## src/rtl/fifo_ctrl_sync.sv

```systemverilog
// Single-clock FIFO controller: RAM address/enable generation, occupancy count,
// threshold flags and overflow/underflow pulses, with synchronous flush.
module fifo_ctrl_sync #(
   parameter int unsigned  DEPTH    = 8,
   parameter int unsigned  AF_LEVEL = 7,
   parameter int unsigned  AE_LEVEL = 1,
   localparam int unsigned AW       = (DEPTH > 2) ? $clog2(DEPTH) : 1,
   localparam int unsigned CW       = $clog2(DEPTH + 1)
) (
   input  logic          clk,
   input  logic          rst_n,
   input  logic          wen,
   input  logic          ren,
   input  logic          flush,
   output logic          wr_en_mem,
   output logic          rd_en_mem,
   output logic [AW-1:0] w_addr,
   output logic [AW-1:0] r_addr,
   output logic [CW-1:0] count,
   output logic          full,
   output logic          empty,
   output logic          almost_full,
   output logic          almost_empty,
   output logic          overflow,
   output logic          underflow
);

   logic [AW-1:0] w_addr_q, w_addr_d;
   logic [AW-1:0] r_addr_q, r_addr_d;
   logic [CW-1:0] count_q, count_d;
   logic          full_q, empty_q, afull_q, aempty_q, ovf_q, unf_q;
   logic          wr_acc, rd_acc;

   assign wr_acc = wen & ~full_q & ~flush;
   assign rd_acc = ren & ~empty_q & ~flush;

   // Pointers wrap explicitly at DEPTH-1 so non-power-of-2 depths never reach DEPTH.
   always_comb begin
      w_addr_d = w_addr_q;
      r_addr_d = r_addr_q;
      if (wr_acc) w_addr_d = (w_addr_q == AW'(DEPTH - 1)) ? '0 : w_addr_q + AW'(1);
      if (rd_acc) r_addr_d = (r_addr_q == AW'(DEPTH - 1)) ? '0 : r_addr_q + AW'(1);
   end

   always_comb begin
      count_d = count_q;
      if (wr_acc && !rd_acc)      count_d = count_q + CW'(1);
      else if (rd_acc && !wr_acc) count_d = count_q - CW'(1);
   end

   always_ff @(posedge clk or negedge rst_n) begin
      if (!rst_n) begin
         w_addr_q <= '0;
         r_addr_q <= '0;
         count_q  <= '0;
         full_q   <= 1'b0;
         empty_q  <= 1'b1;
         afull_q  <= 1'b0;
         aempty_q <= 1'b1;
         ovf_q    <= 1'b0;
         unf_q    <= 1'b0;
      end else if (flush) begin
         w_addr_q <= '0;
         r_addr_q <= '0;
         count_q  <= '0;
         full_q   <= 1'b0;
         empty_q  <= 1'b1;
         afull_q  <= 1'b0;
         aempty_q <= 1'b1;
         ovf_q    <= 1'b0;
         unf_q    <= 1'b0;
      end else begin
         // Flags derive from the next count so they align with the count register.
         w_addr_q <= w_addr_d;
         r_addr_q <= r_addr_d;
         count_q  <= count_d;
         full_q   <= (count_d == CW'(DEPTH));
         empty_q  <= (count_d == '0);
         afull_q  <= (count_d >= CW'(AF_LEVEL));
         aempty_q <= (count_d <= CW'(AE_LEVEL));
         ovf_q    <= wen & full_q;
         unf_q    <= ren & empty_q;
      end
   end

   assign wr_en_mem    = wr_acc;
   assign rd_en_mem    = rd_acc;
   assign w_addr       = w_addr_q;
   assign r_addr       = r_addr_q;
   assign count        = count_q;
   assign full         = full_q;
   assign empty        = empty_q;
   assign almost_full  = afull_q;
   assign almost_empty = aempty_q;
   assign overflow     = ovf_q;
   assign underflow    = unf_q;

endmodule

```

## config.mk

```make
export PLATFORM = sky130hd
export DESIGN_NAME = fifo_ctrl_sync
export DESIGN_NICKNAME = d
export VERILOG_FILES = /design/src/rtl/fifo_ctrl_sync.sv
export SDC_FILE = /design/constraint.sdc
export NUM_CORES = 1
export LEC_CHECK = 0
export BUFFER_PORTS_ARGS = -buffer_cell sky130_fd_sc_hd__clkbuf_2
export CORE_UTILIZATION = 55
export CTS_CLUSTER_SIZE = 28
export DETAILED_ROUTE_END_ITERATION = 8
export HOLD_SLACK_MARGIN = 0.15
export PLACE_DENSITY = 0.92
export SLEW_MARGIN = 20
export SYNTH_ARGS = -nofsm -noshare
export SYNTH_HDL_FRONTEND = slang
export SYNTH_SLANG_ARGS = --single-unit
```

## constraint.sdc

```tcl
create_clock -name clk -period 5.3 [get_ports clk]
set_input_delay 0.53 -clock clk [delete_from_list [all_inputs] [get_ports clk]]
set_output_delay 0.53 -clock clk [all_outputs]
set_load 0.01 [all_outputs]
```

==> results of run 1 <==
[Yosys cell counts]
master,count
o21ai_0,2
dfstp_2,2
nand2b_1,2
nand3_1,5
inv_1,3
ha_1,6
nor2_1,11
a221o_1,1
clkbuf_1,2
a31o_1,1
o31a_1,1
a21oi_1,11
buf_2,1
xnor2_1,6
xnor2_2,1
o21ai_1,1
a211o_1,1
nand3b_1,1
nand2_2,1
nor3_1,2
buf_1,1
dfrtp_1,14
a221oi_2,1
and2b_4,1
a21o_1,1
nor3b_2,1
nor2b_4,1
o32ai_2,1
nand4_1,1
nand4b_1,1
a211oi_1,1
buf_6,2
nand2_1,9
[routing by layer]
metal	vias up	track usage	part of all wire
met1	351	0.300	0.44
met2	33	0.388	0.49
li1	373	-	-
met4	0	0.103	0.023
met5	-	0	0
met3	9	0.0426	0.050
[cells by family after synthesis]
logic type,after synthesis,share of synthesized area
buffers and inverters,9,0.0534
flip-flops,16,0.430
AND/OR/NAND/NOR,36,0.200
XOR/XNOR,7,0.0734
adder cells (fa/ha/maj),6,0.0801
AO/OA/AOI/OAI,22,0.163
[final cells by class]
type                       instances  area share
multi-input combinational         71       0.451
inverter                           3      0.0105
clock buffer                       4      0.0338
sequential                        16       0.375
timing repair buffer              23       0.112
tap                               16      0.0186
[worst reg2reg max path, delay by kind of cell, from the launching register on]
family / cells / cell delay [ps]
compound gates: 2 / 620
fa+ha+maj: 1 / 400
buf+inv: 1 / 140
flops: 1 / 490
simple gates: 1 / 190
[repair_timing]
item / 4_1_cts / 5_1_grt
setup endpoints to repair: 0 / 0
hold buffers: 1 / 0
endpoints found under the hold margin: 14 / 0
[stage by stage]
stage               instance area [sq um]  total power [W]  setup WS [ps]  std cells
global route                         1070         0.000477           3240        133
floorplan                             937         0.000319           3530         96
finish                               1070         0.000450           3360        133
CTS                                  1070         0.000451           3340        133
detailed placement                   1030         0.000364           3390        128
global placement                     1030         0.000356           3450        128
[power by group]
| part | total [W] | internal [W] | switching, W |
|---|---|---|---|
| combinational | 0.000193 | 0.0000832 | 0.000110 |
| clock | 0.0000829 | 0.0000419 | 0.0000410 |
| sequential | 0.000175 | 0.000147 | 0.0000272 |
[flip-flops by register name, indices dropped and copies added, names as in the netlist]
signal and flops:
almost_empty 1, almost_full 1, count 4, empty 1, full 1, overflow 1, r_addr 3, underflow 1
w_addr 3
[worst max path at each step]
stage	start	endpoint	slack, ps	cells past startpoint
after detailed placement	wen	almost_full	3390	6
after global placement	wen	almost_full	3450	6
after CTS	empty	rd_en_mem	3340	3
after floorplan	flush	rd_en_mem	3530	3
after global routing	full	wr_en_mem	3240	3
final	empty	rd_en_mem	3360	3
==> reports/metrics.yaml, run 1 <==
n_fill_cell: 141
synth.top_cells.by_area: "dfrtp_1 37%, ha_1 8.0%, a21oi_1 5.9%, dfstp_2 5.6%, xnor2_1 5.6%"
vias_per_cell: 5.76
drive_gt1_frac: 0.299
io-pin-count: 23
final-setup-viol-count: 0
crit_family: "flip-flops"
rsz0062_at_grt: "false"
fin_hold_ws_ps: 453
gp_congestion: 0.894
syn_nets: 107
min_to: "underflow"
clk_path_buf_depth: 2
tns_ps: 0
grt_max_degree: 26
worst_clock_skew_ps: 6.73
regToRegSetupSlack_ps: 3390
ant_nets: 0
critical_path_class: "flip-flop to output port"
cts_resized: 0
reg2reg_to: "full"
path_buf_inv: 1
syn_inst: 96
wl_mm: 1.92
start_util: 0.608
r2r-start: "count[0]"
wl_per_cell_um: 14.4
end_kind: "output port"
grt_pass1_vias: 734
reg2regPathDepth: 5
report.final.slew_viol_count: 0
cts_tree: "yes"
antenna_cells: 0
fin_crit_sh: 0.367
power_density_nw_per_um2: 419
cts_root_buf: "clkbuf_4"
die-area_sq_um: 1870
grt_overflow: 0
numCtsBuffers: 3
crit_required_ps: 4770
synth.distinct_cells: 33
dp_hpwl_mm: 1.33
route.detailed.drc: 0
drt_pre_antenna_iters: 4
hp-class: "primary input to flip-flop"
synth_top_cell_by_area: "dfrtp_1"
netlist_area_sq_um: 937
vdd_drop_max_mv: 0.239
path_cells: "nand2b_1 -> nor2_1 -> clkbuf_2"
seq_area_frac_synth: 0.430
portBuffers: 22
cp-start-kind: "flip-flop"
maxCapViolations: 0
p_leak_nw: 0.517
cp.arrival_ps: 1410
gr-usage-all-layers: 0.236
cts-htree-levels: 1
path_clk_slew_ps: 100
cp_slowest_cell: "dfstp_2"
hold_viol: 0
worst_pin_slew_ps: 491
yosys_register_bits: 16
die_y_um: 43.3
hold_start: "ren"
clock_latency_ps: 300
postCtsSetupRepairBufs: 0
cts_sinks: 16
relSlewSlack: 0.673
num_vias: 766
cp_slowest_stage_delay_ps: 580
cp_max_fo: 9
layout_common_cells: "22 x clkbuf_2, 14 x dfrtp_1, 11 x nor2_1, 11 x a21oi_1, 9 x nand2_1"
regArea_sq_um: 403
holdPathStages: 3
finalCriticalPeriod_ps: 1940
area_growth_pct: 14.7
multi_input_area_sq_um: 484
drt_iter0_drc: 20
die_w_um: 43.3
num-nets-final: 129
status: "finished, final reports clean"
placementRows: 14
coreArea_sq_um: 1540
grt_first_pass_wirelength_mm: 3.26
layout_commonest_cell: "clkbuf_2"
antenna_found_initial: 0
synth_area_per_cell_sq_um: 9.76
fmax_mhz: 514
yosysWarnings: 0
utilization: 0.697
yosysTopAreaCellShare: 0.374
No activity file was read; power rests on OpenSTA's default activity.
==> inputs of run 2 (changes only) <==
--- a/config.mk
+++ b/config.mk
@@ -6,11 +6,11 @@
 export NUM_CORES = 1
 export LEC_CHECK = 0
 export BUFFER_PORTS_ARGS = -buffer_cell sky130_fd_sc_hd__clkbuf_2
-export CORE_UTILIZATION = 55
+export CORE_UTILIZATION = 51
 export CTS_CLUSTER_SIZE = 28
 export DETAILED_ROUTE_END_ITERATION = 8
 export HOLD_SLACK_MARGIN = 0.15
-export PLACE_DENSITY = 0.92
+export PLACE_DENSITY = 0.87
 export SLEW_MARGIN = 20
 export SYNTH_ARGS = -nofsm -noshare
 export SYNTH_HDL_FRONTEND = slang
==> constraint.sdc (replaced) <==
create_clock -name clk -period 1.95 [get_ports clk]
set_input_delay 0.195 -clock clk [delete_from_list [all_inputs] [get_ports clk]]
set_output_delay 0.195 -clock clk [all_outputs]
set_load 0.01 [all_outputs]
==> run 2 against run 1 <==
Against the previous run:
- clock skew is 3.2 ps lower
- highest routed layer unchanged
- largest cell class unchanged
- total power grew to 2.8 times the previous value
- clock power grew to 2.7 times the previous value
- combinational power grew to 3.0 times the previous value
- critical path depth is 4 higher
- sequential cell count stayed put
==> reports/metrics.yaml, run 2 (synthesis gave the netlist of run 1 again) <==
num-nets-final: 138  # +7.0%
cp.arrival_ps: 2030  # +620 ps
maxCapViolations: 0  # unchanged
crit_required_ps: 2170  # -2600 ps
critical_path_class: "flip-flop to flip-flop"
n_fill_cell: 155  # +9.9%
end_kind: "flip-flop"
regToRegSetupSlack_ps: 130  # -3260 ps
path_clk_slew_ps: 90  # about the same
worst_clock_skew_ps: 3.49  # -3.24 ps
finalCriticalPeriod_ps: 1820
drt_pre_antenna_iters: 4  # unchanged
clock_latency_ps: 290  # about the same
fin_crit_sh: 0.932
drt_iter0_drc: 15  # -25%
cp-start-kind: "flip-flop"
area_growth_pct: 24.2
io-pin-count: 23  # unchanged
final-setup-viol-count: 0  # unchanged
grt_max_degree: 20  # -23%
cts_root_buf: "clkbuf_4"
die_w_um: 44.9  # +3.7%
power_density_nw_per_um2: 1100  # +160%
r2r-start: "count[1]"
vdd_drop_max_mv: 0.730  # +210%
die-area_sq_um: 2010  # +7.5%
gp_congestion: 0.948  # +6.1%
route.detailed.drc: 0  # unchanged
hold_start: "flush"
coreArea_sq_um: 1730  # +12%
clk_path_buf_depth: 2  # unchanged
relSlewSlack: 0.718  # +0.0458
cts_sinks: 16  # unchanged
cp-startpoint: "count[1]"
vias_per_cell: 5.45  # -5.4%
ant_nets: 0  # unchanged
tns_ps: 0  # unchanged
antenna_cells: 0  # unchanged
place_area_sq_um: 1060  # +3.3%
design_area_sq_um: 1160  # +8.3%
report.final.slew_viol_count: 0  # unchanged
layout_commonest_cell: "clkbuf_2"
wl_per_cell_um: 13.1  # -9.0%
grt_overflow: 0  # unchanged
dp_hpwl_mm: 1.34  # +1.0%
placementRows: 15  # +1
portBuffers: 22  # unchanged
reg2regPathDepth: 7  # +2
cts_tree: "yes"
hp-class: "primary input to flip-flop"
status: "finished, final reports clean"
hold_viol: 0  # unchanged
worst_pin_slew_ps: 422  # -68.7 ps
cts-htree-levels: 1  # unchanged
worstSetupEndpoint: "full"
fin_hold_ws_ps: 342  # -112 ps
numCtsBuffers: 3  # unchanged
wl_mm: 1.98  # +3.3%
grt_first_pass_wirelength_mm: 3.28  # +0.86%
num_vias: 823  # +7.4%
largest_reg_flops: 4  # unchanged
reg2reg_to: "full"
antenna_found_initial: 0  # unchanged
rsz0062_at_grt: "false"
cp_max_fo: 8  # -1
layout_common_cells: "22 x clkbuf_2, 12 x dfrtp_1, 11 x nor2_1, 11 x a21oi_1, 9 x nand2_1"
fmax_mhz: 550
drive_gt1_frac: 0.365  # +0.0659
die_y_um: 44.9  # +3.7%
start_util: 0.543  # -0.0652
p_leak_nw: 0.556  # +7.5%
grt_pass1_vias: 720  # -1.9%
gr-usage-all-layers: 0.227  # -0.00893
run 2: cell count changes in the layout (fill, tap and decap cells not counted), sizes merged:
cell,previous run,this run
buf,0,7
dlygate4sd3,1,3
run 2: what timing repair did:
action	in CTS	in global routing
hold endpoints to repair	18	0
endpoints found under the setup margin	0	2
buffers inserted	0	4
hold buffers	3	0
gates resized for setup	0	4
run 2: worst max-delay path: stages (launching register included):
cell      delay (ps)
dfrtp_2          480
inv_1            130
ha_2             200
xnor2_1          110
nand3_1           90
a211o_1          290
a221oi_2         260
nor3b_2          190
run 2: worst min-delay path by stage:
stage	to	depth (start not counted)	slack, ps
5_1_grt	r_addr[1]	2	360
4_1_cts	r_addr[1]	2	320
2_1_floorplan	almost_full	0	-100
6_report	r_addr[1]	2	340
3_5_place_dp	w_addr[0]	1	140
3_3_place_gp	w_addr[0]	1	140
run 2: through the flow:
step / worst slack [ps] / util / std cells / power, W
after floorplan: 201 / - / 96 / 0.000866
after global placement: 207 / 0.615 / 140 / 0.000972
after detailed placement: 101 / 0.615 / 140 / 0.000997
after CTS: 51.2 / 0.654 / 147 / 0.00124
after global routing: 1.14 / 0.674 / 151 / 0.00136
final: 133 / 0.674 / 151 / 0.00127
run 2: cell type report:
class,count,area [sq um],area share
Clock buffer,4,36.3,0.0312
Timing Repair Buffer,32,193,0.166
Inverter,3,11.3,0.00968
Sequential cell,16,405,0.348
Multi-Input combinational cell,71,487,0.418
Tap cell,25,31.3,0.0269
run 2: where the power goes:
part / switching, W / total, W / leakage [nW] / internal, W
Sequential: 0.0000731 / 0.000478 / 0.209 / 0.000405
Combinational: 0.000308 / 0.000577 / 0.326 / 0.000269
Clock: 0.000106 / 0.000220 / 0.0210 / 0.000114
run 2: routing by layer:
metal,wire length [um],global-route usage,up-vias
met3,127,0.0360,13
met5,0,0,-
li1,-,-,394
met4,72,0.0970,0
met1,887,0.299,372
met2,896,0.371,44
==> inputs of run 3 (changes only) <==
--- a/config.mk
+++ b/config.mk
@@ -11,6 +11,7 @@
 export DETAILED_ROUTE_END_ITERATION = 8
 export HOLD_SLACK_MARGIN = 0.15
 export PLACE_DENSITY = 0.87
+export REMOVE_ABC_BUFFERS = 1
 export SLEW_MARGIN = 20
 export SYNTH_ARGS = -nofsm -noshare
 export SYNTH_HDL_FRONTEND = slang
==> run 3 against run 2 <==
Against the previous run:
- fmax rose by 2.2%
- die area unchanged
- routed wire length is 4.0% lower
- combinational power down 7.6%
- sequential cell count did not move
- final cell count shrank 2.6%
- critical path type is now primary input to flip-flop
==> reports/metrics.yaml, run 3 (synthesis gave the netlist of run 1 again) <==
finalCriticalPeriod_ps: 1780  # -39.7 ps
utilization: 0.655  # -0.0188
hold_start: "flush"
die_w_um: 44.9  # unchanged
cts_root_buf: "clkbuf_4"
end_kind: "flip-flop"
worst_pin_slew_ps: 420  # -2.43 ps
fin_crit_sh: 0.911  # -0.0203
vdd_drop_max_mv: 0.823  # +13%
gp_congestion: 0.917  # -3.3%
report.final.slew_viol_count: 0  # unchanged
final_cells: 147  # -2.6%
cp-startpoint: "wen"
final-setup-viol-count: 0  # unchanged
die-area_sq_um: 2010  # unchanged
path_cells: "dlygate4sd3_1 -> clkbuf_2 -> nand2b_1 -> a21oi_1 -> a21oi_1 -> a221o_1 -> o32ai_2"
placementRows: 15  # unchanged
cp_slowest_cell: "dlygate4sd3_1"
p_leak_nw: 0.537  # -3.5%
coreArea_sq_um: 1730  # unchanged
cp.arrival_ps: 1980  # -50 ps
route.detailed.drc: 0  # unchanged
tns_ps: 0  # unchanged
cts_tree: "yes"
cts_sinks: 16  # unchanged
regToRegSetupSlack_ps: 180  # +50 ps
drive_gt1_frac: 0.328  # -0.0372
grt_max_degree: 17  # -15%
cts-htree-levels: 1  # unchanged
drt_pre_antenna_iters: 4  # unchanged
gr-usage-all-layers: 0.215  # -0.0123
power_density_nw_per_um2: 1080  # -1.1%
die_y_um: 44.9  # unchanged
grt_first_pass_wirelength_mm: 3.08  # -6.1%
area_growth_pct: 20.7
largest_reg_flops: 4  # unchanged
vias_per_cell: 5.30  # -2.8%
path_clk_slew_ps: 90  # about the same
num_vias: 779  # -5.3%
n_fill_cell: 145  # -6.5%
io-pin-count: 23  # unchanged
dp_hpwl_mm: 1.35  # +0.73%
maxCapViolations: 0  # unchanged
cp_slowest_stage_delay_ps: 550  # +70 ps
antenna_found_initial: 0  # unchanged
clk_path_buf_depth: 2  # unchanged
clock_latency_ps: 280  # about the same
layout_common_cells: "22 x clkbuf_2, 12 x dfrtp_1, 11 x nor2_1, 11 x a21oi_1, 9 x nand2_1"
drt_iter0_drc: 24  # +9
critical_path_class: "primary input to flip-flop"
cp_max_fo: 8  # unchanged
crit_family: "compound AO/OA/AOI/OAI gates"
grt_overflow: 0  # unchanged
wl_per_cell_um: 12.9  # -1.4%
relSlewSlack: 0.720  # +0.00162
numCtsBuffers: 3  # unchanged
place_inst: 140  # unchanged
worst_clock_skew_ps: 0.561  # -2.92 ps
fmax_mhz: 563  # +2.2%
cp-start-kind: "primary input"
path_common_cell: "a21oi_1"
r2r-start: "count[1]"
ant_nets: 0  # unchanged
grt_pass1_vias: 709  # -1.5%
status: "finished, final reports clean"
num-nets-final: 134  # -2.9%
antenna_cells: 0  # unchanged
hold_viol: 0  # unchanged
layout_commonest_cell: "clkbuf_2"
hp-class: "primary input to flip-flop"
crit_required_ps: 2150  # -20 ps
rsz0062_at_grt: "false"
wl_mm: 1.90  # -4.0%
start_util: 0.543  # unchanged
path_buf_inv: 2  # +1
portBuffers: 22  # unchanged
postCtsSetupRepairBufs: 0  # unchanged
[run 3: changes by cell type in the layout (fill, tap and decap cells not counted), sizes merged]
cell,change
buf,-4
[run 3: power breakdown]
| part | switching, W | leakage, nW | internal, W |
|---|---|---|---|
| registers | 0.0000714 | 0.209 | 0.000405 |
| logic | 0.000296 | 0.307 | 0.000237 |
| clock network | 0.000103 | 0.0210 | 0.000114 |
[run 3: timing repair]
| item | CTS | global route |
|---|---|---|
| resized for setup | 0 | 2 |
| hold endpoints to repair | 18 | 0 |
| setup endpoints to repair | 0 | 2 |
| hold buffers | 3 | 0 |
[run 3: final timing paths]
check                      cells after the start          end
setup / recovery                               7  almost_full
min in group asynchronous                      2    r_addr[2]
hold reg to reg                                2    underflow
setup reg to reg                               5         full
max in group asynchronous                      2        empty
hold / removal                                 2         full
[run 3: cell type report]
cell class,count,area (sq um),area share
Inverter,3,11.3,0.00996
Clock buffer,4,36.3,0.0321
Multi-Input combinational cell,71,484,0.428
Timing Repair Buffer,28,163,0.144
Tap cell,25,31.3,0.0277
Sequential cell,16,405,0.358
[run 3: routing by layer]
layer  up-vias  wire (um)  track usage
li1        382          -            -
met1       361        856        0.258
met2        26        918        0.368
met3        10         71       0.0320
met4         0         57        0.121
met5         -          0            0
[run 3: metrics by stage]
stage | area [sq um] | hold slack (ps) | total power (W) | setup WS, ps
2_1_floorplan | 898 | -101 | 0.000838 | 202
3_3_place_gp | 1060 | 135 | 0.000974 | 205
3_5_place_dp | 1060 | 139 | 0.000998 | 128
4_1_cts | 1130 | 298 | 0.00123 | 112
5_1_grt | 1130 | 313 | 0.00132 | 67.4
6_report | 1130 | 302 | 0.00123 | 173
